**config.mk**
```make
export PLATFORM = sky130hd
export DESIGN_NAME = pq_cmd_seq
export DESIGN_NICKNAME = d
export VERILOG_FILES = /design/src/rtl/pq_cmd_seq.sv
export SDC_FILE = /design/constraint.sdc
export NUM_CORES = 1
export LEC_CHECK = 0
export CAP_MARGIN = 20
export CORE_UTILIZATION = 49
export CTS_BUF_LIST = sky130_fd_sc_hd__clkbuf_2 sky130_fd_sc_hd__clkbuf_4 sky130_fd_sc_hd__clkbuf_8
export CTS_CLUSTER_DIAMETER = 60
export DETAILED_ROUTE_END_ITERATION = 16
export PLACE_DENSITY = 0.78
export SYNTH_ARGS = -nofsm -noshare
export SYNTH_HDL_FRONTEND = slang
export SYNTH_SLANG_ARGS = --single-unit
```
**constraint.sdc**
```tcl
create_clock -name clk -period 2 [get_ports clk]
set_input_delay 0.4 -clock clk [delete_from_list [all_inputs] [get_ports clk]]
set_output_delay 0.4 -clock clk [all_outputs]
set_load 0.02 [all_outputs]
```
**src/rtl/pq_cmd_seq.sv**
```systemverilog
// Command sequencer: buffers front-panel REPLACE/DEQ requests and issues them one at a
// time to the priority queue device port, capturing results and counting drops.
module pq_cmd_seq #(
  parameter int DEPTH = 4,
  parameter int KVW   = 16
) (
  input  logic           clk,
  input  logic           rst,
  input  logic           cmd_valid,
  input  logic           cmd_op,
  input  logic [KVW-1:0] cmd_kv,
  output logic           cmd_ready,
  output logic           pq_replace,
  output logic           pq_deq,
  output logic [KVW-1:0] pq_kvi,
  input  logic           pq_busy,
  input  logic           pq_empty,
  input  logic [KVW-1:0] pq_kvo,
  output logic           res_valid,
  output logic [KVW-1:0] res_kv,
  output logic [7:0]     drop_cnt,
  output logic [15:0]    op_cnt,
  output logic [1:0]     fsm_state
);

  localparam int AW = (DEPTH > 1) ? $clog2(DEPTH) : 1;
  localparam logic [AW:0] FULL_COUNT = (AW + 1)'(DEPTH);

  localparam logic [1:0] IDLE  = 2'd0;
  localparam logic [1:0] ISSUE = 2'd1;
  localparam logic [1:0] WAIT  = 2'd2;

  // Handshake: a request transfers on the rising edge where cmd_valid && cmd_ready;
  // cmd_ready depends only on registered occupancy, never on a same-cycle pop.
  logic [KVW:0]  mem [DEPTH];
  logic [AW-1:0] wr_ptr;
  logic [AW-1:0] rd_ptr;
  logic [AW:0]   count;
  logic          push;
  logic          pop;
  logic          fifo_empty;
  logic          fifo_full;
  logic [KVW:0]  head;

  logic [1:0]    state;
  logic          issue_op;
  logic          empty_at_issue;

  assign fifo_full  = (count == FULL_COUNT);
  assign fifo_empty = (count == '0);
  assign cmd_ready  = !fifo_full;
  assign push       = cmd_valid && !fifo_full;
  assign pop        = (state == ISSUE);
  assign head       = mem[rd_ptr];
  assign fsm_state  = state;

  always_ff @(posedge clk) begin
    if (push) begin
      mem[wr_ptr] <= {cmd_op, cmd_kv};
    end
  end

  always_ff @(posedge clk or negedge rst) begin
    if (!rst) begin
      wr_ptr <= '0;
      rd_ptr <= '0;
      count  <= '0;
    end else begin
      if (push) begin
        wr_ptr <= wr_ptr + 1'b1;
      end
      if (pop) begin
        rd_ptr <= rd_ptr + 1'b1;
      end
      case ({push, pop})
        2'b10:   count <= count + 1'b1;
        2'b01:   count <= count - 1'b1;
        default: count <= count;
      endcase
    end
  end

  // Pulses and pq_kvi are launched on the edge entering ISSUE so they are registered
  // and visible for the whole ISSUE cycle; pq_empty cannot change while the queue is idle.
  always_ff @(posedge clk or negedge rst) begin
    if (!rst) begin
      state          <= IDLE;
      issue_op       <= 1'b0;
      empty_at_issue <= 1'b0;
      pq_replace     <= 1'b0;
      pq_deq         <= 1'b0;
      pq_kvi         <= '0;
      res_valid      <= 1'b0;
      res_kv         <= '0;
      drop_cnt       <= '0;
      op_cnt         <= '0;
    end else begin
      pq_replace <= 1'b0;
      pq_deq     <= 1'b0;
      res_valid  <= 1'b0;
      case (state)
        IDLE: begin
          if (!fifo_empty && !pq_busy) begin
            state          <= ISSUE;
            issue_op       <= head[KVW];
            empty_at_issue <= pq_empty;
            if (head[KVW]) begin
              pq_replace <= 1'b1;
              pq_kvi     <= head[KVW-1:0];
            end else begin
              pq_deq <= !pq_empty;
            end
          end
        end
        ISSUE: begin
          if (!issue_op && empty_at_issue) begin
            if (drop_cnt != 8'hFF) begin
              drop_cnt <= drop_cnt + 8'd1;
            end
            state <= IDLE;
          end else begin
            state <= WAIT;
          end
        end
        WAIT: begin
          if (!pq_busy) begin
            op_cnt <= op_cnt + 16'd1;
            // A REPLACE into an empty queue has no meaningful top to report.
            if (!empty_at_issue) begin
              res_kv    <= pq_kvo;
              res_valid <= 1'b1;
            end
            state <= IDLE;
          end
        end
        default: state <= IDLE;
      endcase
    end
  end

endmodule
```
* After elaboration in Yosys (flattened, before gate mapping) *
Memory sizes are Yosys's and may differ from the RTL's.
Index checks and enable logic that the tools add are counted.

cells by class
  $add $sub $neg = 6
  equal/unequal tests = 8
  mux-type cells = 16
  bitwise operators = 2
  reduce and logical (&&, ||, !) cells = 17

operators with widths
  kind                     count
  $add A16 B1 Y16 const B  1
  $mux W1                  11
  $reduce_and A3 Y1        3
  $add A8 B1 Y8 const B    1
  $ne A8 B8 Y1 const B     1
  $mux W2                  3
  $pmux W2 S3              1
  $pmux W3 S2              1
  $reduce_and A2 Y1        3
  $logic_not A1 Y1         5
  $add A2 B1 Y2 const B    2
  $eq A2 B1 Y1 const B     2
  $eq A2 B2 Y1 const B     2
  $ne A2 B2 Y1 const B     2
  $add A3 B1 Y3 const B    1
  $eq A3 B3 Y1 const B     1
  $logic_and A1 B1 Y1      3
  $logic_not A3 Y1         1
  $sub A3 B1 Y3 const B    1
  $logic_not A2 Y1         1
  $not A1 Y1               2
  $reduce_bool A2 Y1       1

word-level totals
  bits in registers = 70
  memory bits (writable) = 68
  input bits = 38
  word-level logic and storage cells = 63
  memories kept = 1

memories
  memory  depth  width  read ports  clocked after memory_dff  write ports  line  RTL
  mem     4      17     1           0                         1            35    logic [KVW:0] mem [DEPTH];

* Longest topological paths before layout *
  depth after elaboration = 5
  depth in mapped cells = 10

* Least setup slack after synthesis *
Ideal clock, no wire load.

  path type = register to register
  start = reg count[0]
  end = reg count[2]
  setup time = 79 ps
  arrival time = 2022 ps
  slack = -102 ps
  stages on the path, launching flop included = 11
  buffers on the path = 0
  clock period less this slack = 2102 ps
  path through = dfrtp_1 > inv_1 > nand3_1 > and2_1 > inv_1 > ha_1 > inv_1 > fa_1 > xor2_1 > nor2_1 > xor2_1

on the way
  longest elaborated chain between the ends = 5
  elaborated cells between the ends (all ways) = 9
  classes of those cells = add/sub (2); eq/ne (3); mux (1); reduce/logical (3)

ends and longest elaborated chain
  what                                                      line  RTL
  from (decl)                                               38    logic [AW:0] count;
  from (signal assigned)                                    76    2'b10: count <= count + 1'b1;
  from (signal assigned)                                    77    2'b01: count <= count - 1'b1;
  from (signal assigned)                                    78    default: count <= count;
  $eq A3 B3 Y1 (*)                                          49    assign fifo_full = (count == FULL_COUNT);
  $logic_not A1 Y1 (*)                                      -
  named net cmd_ready                                       12    output logic cmd_ready,
  $logic_and A1 B1 Y1 (*)                                   52    assign push = cmd_valid && !fifo_full;
  $eq A2 B1 Y1 / $eq A2 B2 Y1 (equally long branches)       75    case ({push, pop})
  $pmux W3 S2 / $reduce_bool A2 Y1 (equally long branches)  -

The timed path passes the listed nets; every way through them passes the cells marked *.
A chain may end at the register's enable or synchronous reset.

* Final worst setup path *
  start = reg state[1] (netlist: fsm_state[1])
  end = out fsm_state[1]

RTL lines
  what                    line  RTL
  from (decl)             45    logic [1:0] state;
  from (signal assigned)  87    state <= IDLE;
  from (signal assigned)  104   state <= ISSUE;
  from (signal assigned)  120   state <= IDLE;
  to (decl)               23    output logic [1:0] fsm_state

No word-level cell between the ends.

==> impl.org <==
** Synthesis
- In the synthesized netlist the async set-or-reset flop fraction comes to 0.507.
- Most numerous cell in the Yosys netlist :: sky130_fd_sc_hd__dfrtp_1
- Synth top area cells :: sky130_fd_sc_hd__edfxtp_1 (37%), sky130_fd_sc_hd__dfrtp_1 (32%), sky130_fd_sc_hd__mux4_1 (7.1%)
- Number of distinct library cell variants in the gate-level netlist after synthesis :: 39
- The number of nets handed over by synthesis was 345.
- Counting instances in the post-synthesis netlist gives the leading cell types as sky130_fd_sc_hd__dfrtp_1 (70), sky130_fd_sc_hd__edfxtp_1 (68), sky130_fd_sc_hd__mux2_2 (20).
- The Yosys step of the flow raised 0 warnings.
- Flip-flop and latch count after synthesis :: 138
- For this run, the register share of the synthesized area comes to 0.688.
- The cell count after synthesis came out at 299.
- Number of flops mapped to enable cells by yosys :: 68
- After synthesis the cells add up to 5520 um2.
- The largest total area in the synthesized netlist belongs to sky130_fd_sc_hd__edfxtp_1.
- Averaged over all synthesized cells, the footprint is 18.4 um2.
- Of the post-synthesis cell area, the dominant cell type holds 0.370.
- Top_reg_cell synth :: sky130_fd_sc_hd__dfrtp_1

** Clock tree
- TritonCTS built the clock tree.
- For the worst-skew pair, the clock arrives at the later sink with an insertion delay of 430 ps.
- Clock-pin slew was measured on the worst setup and hold paths at 70 ps.
- Sink Count :: 138
- Max Buffers Root-to-Sink :: 2
- In this run the clock root is driven by a sky130_fd_sc_hd__clkbuf_8.
- In this run the number of H-tree levels came out at 4.
- The number of clock buffers added by TritonCTS is 17.

** STA
- Setup repair after global routing left no endpoint under its margin.
- Based on the critical path, the design can be clocked at up to 0.516 GHz.
- Adding up every negative setup slack in the final design gives 0 ps.
- For the pin with the worst max-slew slack, the measured transition is 555 ps.
- Min cycle time layout :: 1940 ps
- The clock arrives with 10.2 ps of skew.
- Setup slack on the critical path of the routed design comes to 62.2 ps.
- Endpoints failing setup :: 0
- Of the available clock period, the critical path in the final layout requires 0.969.
- The total count of hold-check failures in the final report is 0.
- Measured against its own limit, the worst slew margin works out to 0.630.
- The number of slew-limit violations in the final report was 0.

** Floorplanning
- DIE AREA :: 11,700 um2
- 100 I/O pins were placed.
- Height of the chip :: 108 um
- Number of rows created at floorplan :: 38
- Core ar. :: 10,900 um2
- For this configuration, the core starts out at a cell density of 0.507.
- Die Wd :: 108 um

** Critical path
- Crit. End Element :: output port
- In this run the worst path has a maximum fanout of 5.
- Critical path required time :: 1600 ps
- Number of cells traversed by the worst register-to-register path :: 10
- Slowest CP cell :: sky130_fd_sc_hd__clkdlybuf4s50_1
- Worst reg2reg setup slack :: 120 ps
- The worst setup path is of the reg2out kind.
- The number of buffers and inverters on the critical path is 2.
- Arrival time at the worst endpoint :: 1540 ps
- The largest single stage delay on the critical path is 630 ps.
- Kind of cell adding the most delay to the critical path :: buffers and inverters
- The critical path goes through buf_4 > clkdlybuf4s50_1.
- Critical Path Source Type :: flop
- Launch instance of the worst register-to-register path :: count[0]
- In this run the critical register-to-register path is captured at count[2].

** Routing
- First DRT Iteration DRCs :: 108
- Total DRC errors in the routed layout :: 0
- The final route contains 3,033 vias.
- Vias/cell :: 5.19
- Detailed Route WL :: 10.2 mm
- For this run, the detailed router's first-pass iteration total came to 4.
- Dividing the detail-routed wire length by the instance count gives 17.4 um.
- Once detail routing completed, the nets flagged for antenna violations numbered 0.

** Global routing
- The initial antenna violation count was 1.
- Entering global routing, the biggest net connects 42 pins.
- GR Util All Layers :: 0.193
- Wire length of the first global-routing pass :: 16.4 mm
- The via count of the first global-routing pass was 3,221.
- For this run the aggregate overflow at the end of global routing stands at 0.

** Cells and area
- Final design utilization :: 0.664
- The filler cells instantiated in the layout total 786.
- From synthesis to final layout, the design area changed by 31.2%.
- Final instance area :: 7230 um2
- In the final layout, the share of cells above drive strength 1 is 0.205.
- The final layout contains 476 nets.

** Hold path
- Hold Path Sink :: op_cnt[15]
- The tightest min-delay check is of the reg2reg type.
- Hold path depth :: 1
- Worst min-delay path startpoint :: op_cnt[15]

** Placement
- The wire-length estimate of the detail-placed layout is 6.84 mm.
- Placed instance area :: 6800 um2
- Number of I/O port buffers :: 99
- At the placement stage, the worst setup path has a slack of -163 ps.
- Gpl congestion :: 0.757

** Pwr
- Sw Ratio :: 0.312
- Internal Dissipation :: 7.10 mW
- Of the total power, registers draw 0.415.
- For this design the static power due to leakage is 2.94 nW.
- Power density over the cells :: 1430 nW/um2
- The design draws 10.3 mW.
- The share of total power dissipated in combinational logic is 0.363.
- Of the total power, the clock network draws 0.222.
- Switching power of the nets :: 3.21 mW
- Worst IR Drop VDD :: 805 uV

** Outcome
- The run finished with clean final reports.

** Run
- Total of max-cap violations :: 0
==> cell usage in the layout, fill, tap and decap left out, types with 6 or more instances in the layout <==
cell,instances
sky130_fd_sc_hd__nand2_1,10
sky130_fd_sc_hd__dfrtp_1,70
sky130_fd_sc_hd__buf_12,6
sky130_fd_sc_hd__buf_4,15
sky130_fd_sc_hd__clkbuf_8,17
sky130_fd_sc_hd__and3_1,9
sky130_fd_sc_hd__mux4_1,15
sky130_fd_sc_hd__clkdlybuf4s50_1,95
sky130_fd_sc_hd__ha_1,6
sky130_fd_sc_hd__mux2_4,8
sky130_fd_sc_hd__inv_1,7
sky130_fd_sc_hd__xnor2_1,19
sky130_fd_sc_hd__mux2_2,20
sky130_fd_sc_hd__mux2_1,9
sky130_fd_sc_hd__nand4_1,7
sky130_fd_sc_hd__edfxtp_1,68
sky130_fd_sc_hd__xor2_1,7
==> cells by family after synthesis <==
logic type	Yosys count	share of synthesized area
AO/OA/AOI/OAI	6	0.00658
XOR/XNOR	26	0.0413
adder cells (fa/ha/maj)	8	0.0195
buffers and inverters	17	0.0247
flip-flops	138	0.688
multiplexers	55	0.162
AND/OR/NAND/NOR	49	0.0576
==> state kept, by name, summed over array words and instances (netlist names) <==
register / cells
wr_ptr: 2
res_kv: 16
empty_at_issue: 1
op_cnt: 16
count: 3
fsm_state: 2
rd_ptr: 2
pq_replace: 1
res_valid: 1
mem: 68
pq_kvi: 16
issue_op: 1
drop_cnt: 8
pq_deq: 1
==> final cells by class <==
type                    count  area (um2)  area share
multi-input cells         144        1600       0.221
well taps                 140         175      0.0242
inverters                   9        33.8     0.00467
repair buffers            120        1230       0.170
flip-flops and latches    138        3790       0.524
diodes                      1        2.50    0.000346
clock inverters            12         150      0.0208
clock buffers              20         256      0.0355
==> per-layer routing <==
metal / vias up / global-route usage / routed length, um
met3: 15 / 0.0530 / 650
met2: 104 / 0.337 / 5340
met4: 0 / 0.0890 / 188
li1: 1399 / - / -
met1: 1515 / 0.222 / 3980
met5: - / 0 / 0
==> worst reg2reg max path: cells and delay by family, from the launching register on <==
kind / cells / cell delay (ps)
flops: 1 / 410
xor+xnor: 2 / 310
fa+ha+maj: 2 / 500
buf+inv: 3 / 200
simple gates: 3 / 390
==> power groups by stage <==
stage | clock network [mW] | registers (mW) | logic, mW
2_1_floorplan | 0 | 4.77 | 1.72
3_3_place_gp | 0 | 4.28 | 3.64
3_5_place_dp | 0 | 4.33 | 3.76
4_1_cts | 2.35 | 4.28 | 3.78
5_1_grt | 2.47 | 4.36 | 4.01
6_report | 2.29 | 4.28 | 3.75
==> repair_timing <==
item / in CTS / in global routing
hold buffers: 1 / 0
endpoints found under the setup margin: 1 / 3
setup buffers: 0 / 1
pin swaps: 0 / 2
gates resized for setup: 1 / 6
endpoints found under the hold margin: 40 / 0
==> how the worst max path moves through the flow <==
stage                 startpoint           end  slack (ps)  cells past startpoint
floorplan               count[0]      count[2]          10                     10
global placement       cmd_valid      count[2]         -50                      9
finish              fsm_state[1]  fsm_state[1]          60                      2
detailed placement     cmd_valid      count[2]        -160                      9
global route            count[0]      count[2]           2                     10
CTS                 fsm_state[0]  fsm_state[0]           6                      2
==> stage by stage <==
stage                     instances  hold slack (ps)
final                           584              479
after global routing            584              502
after CTS                       582              483
after detailed placement        549              423
after global placement          549              421
after floorplan                 299              104
Note: power is estimated with default switching activity, not from simulation.
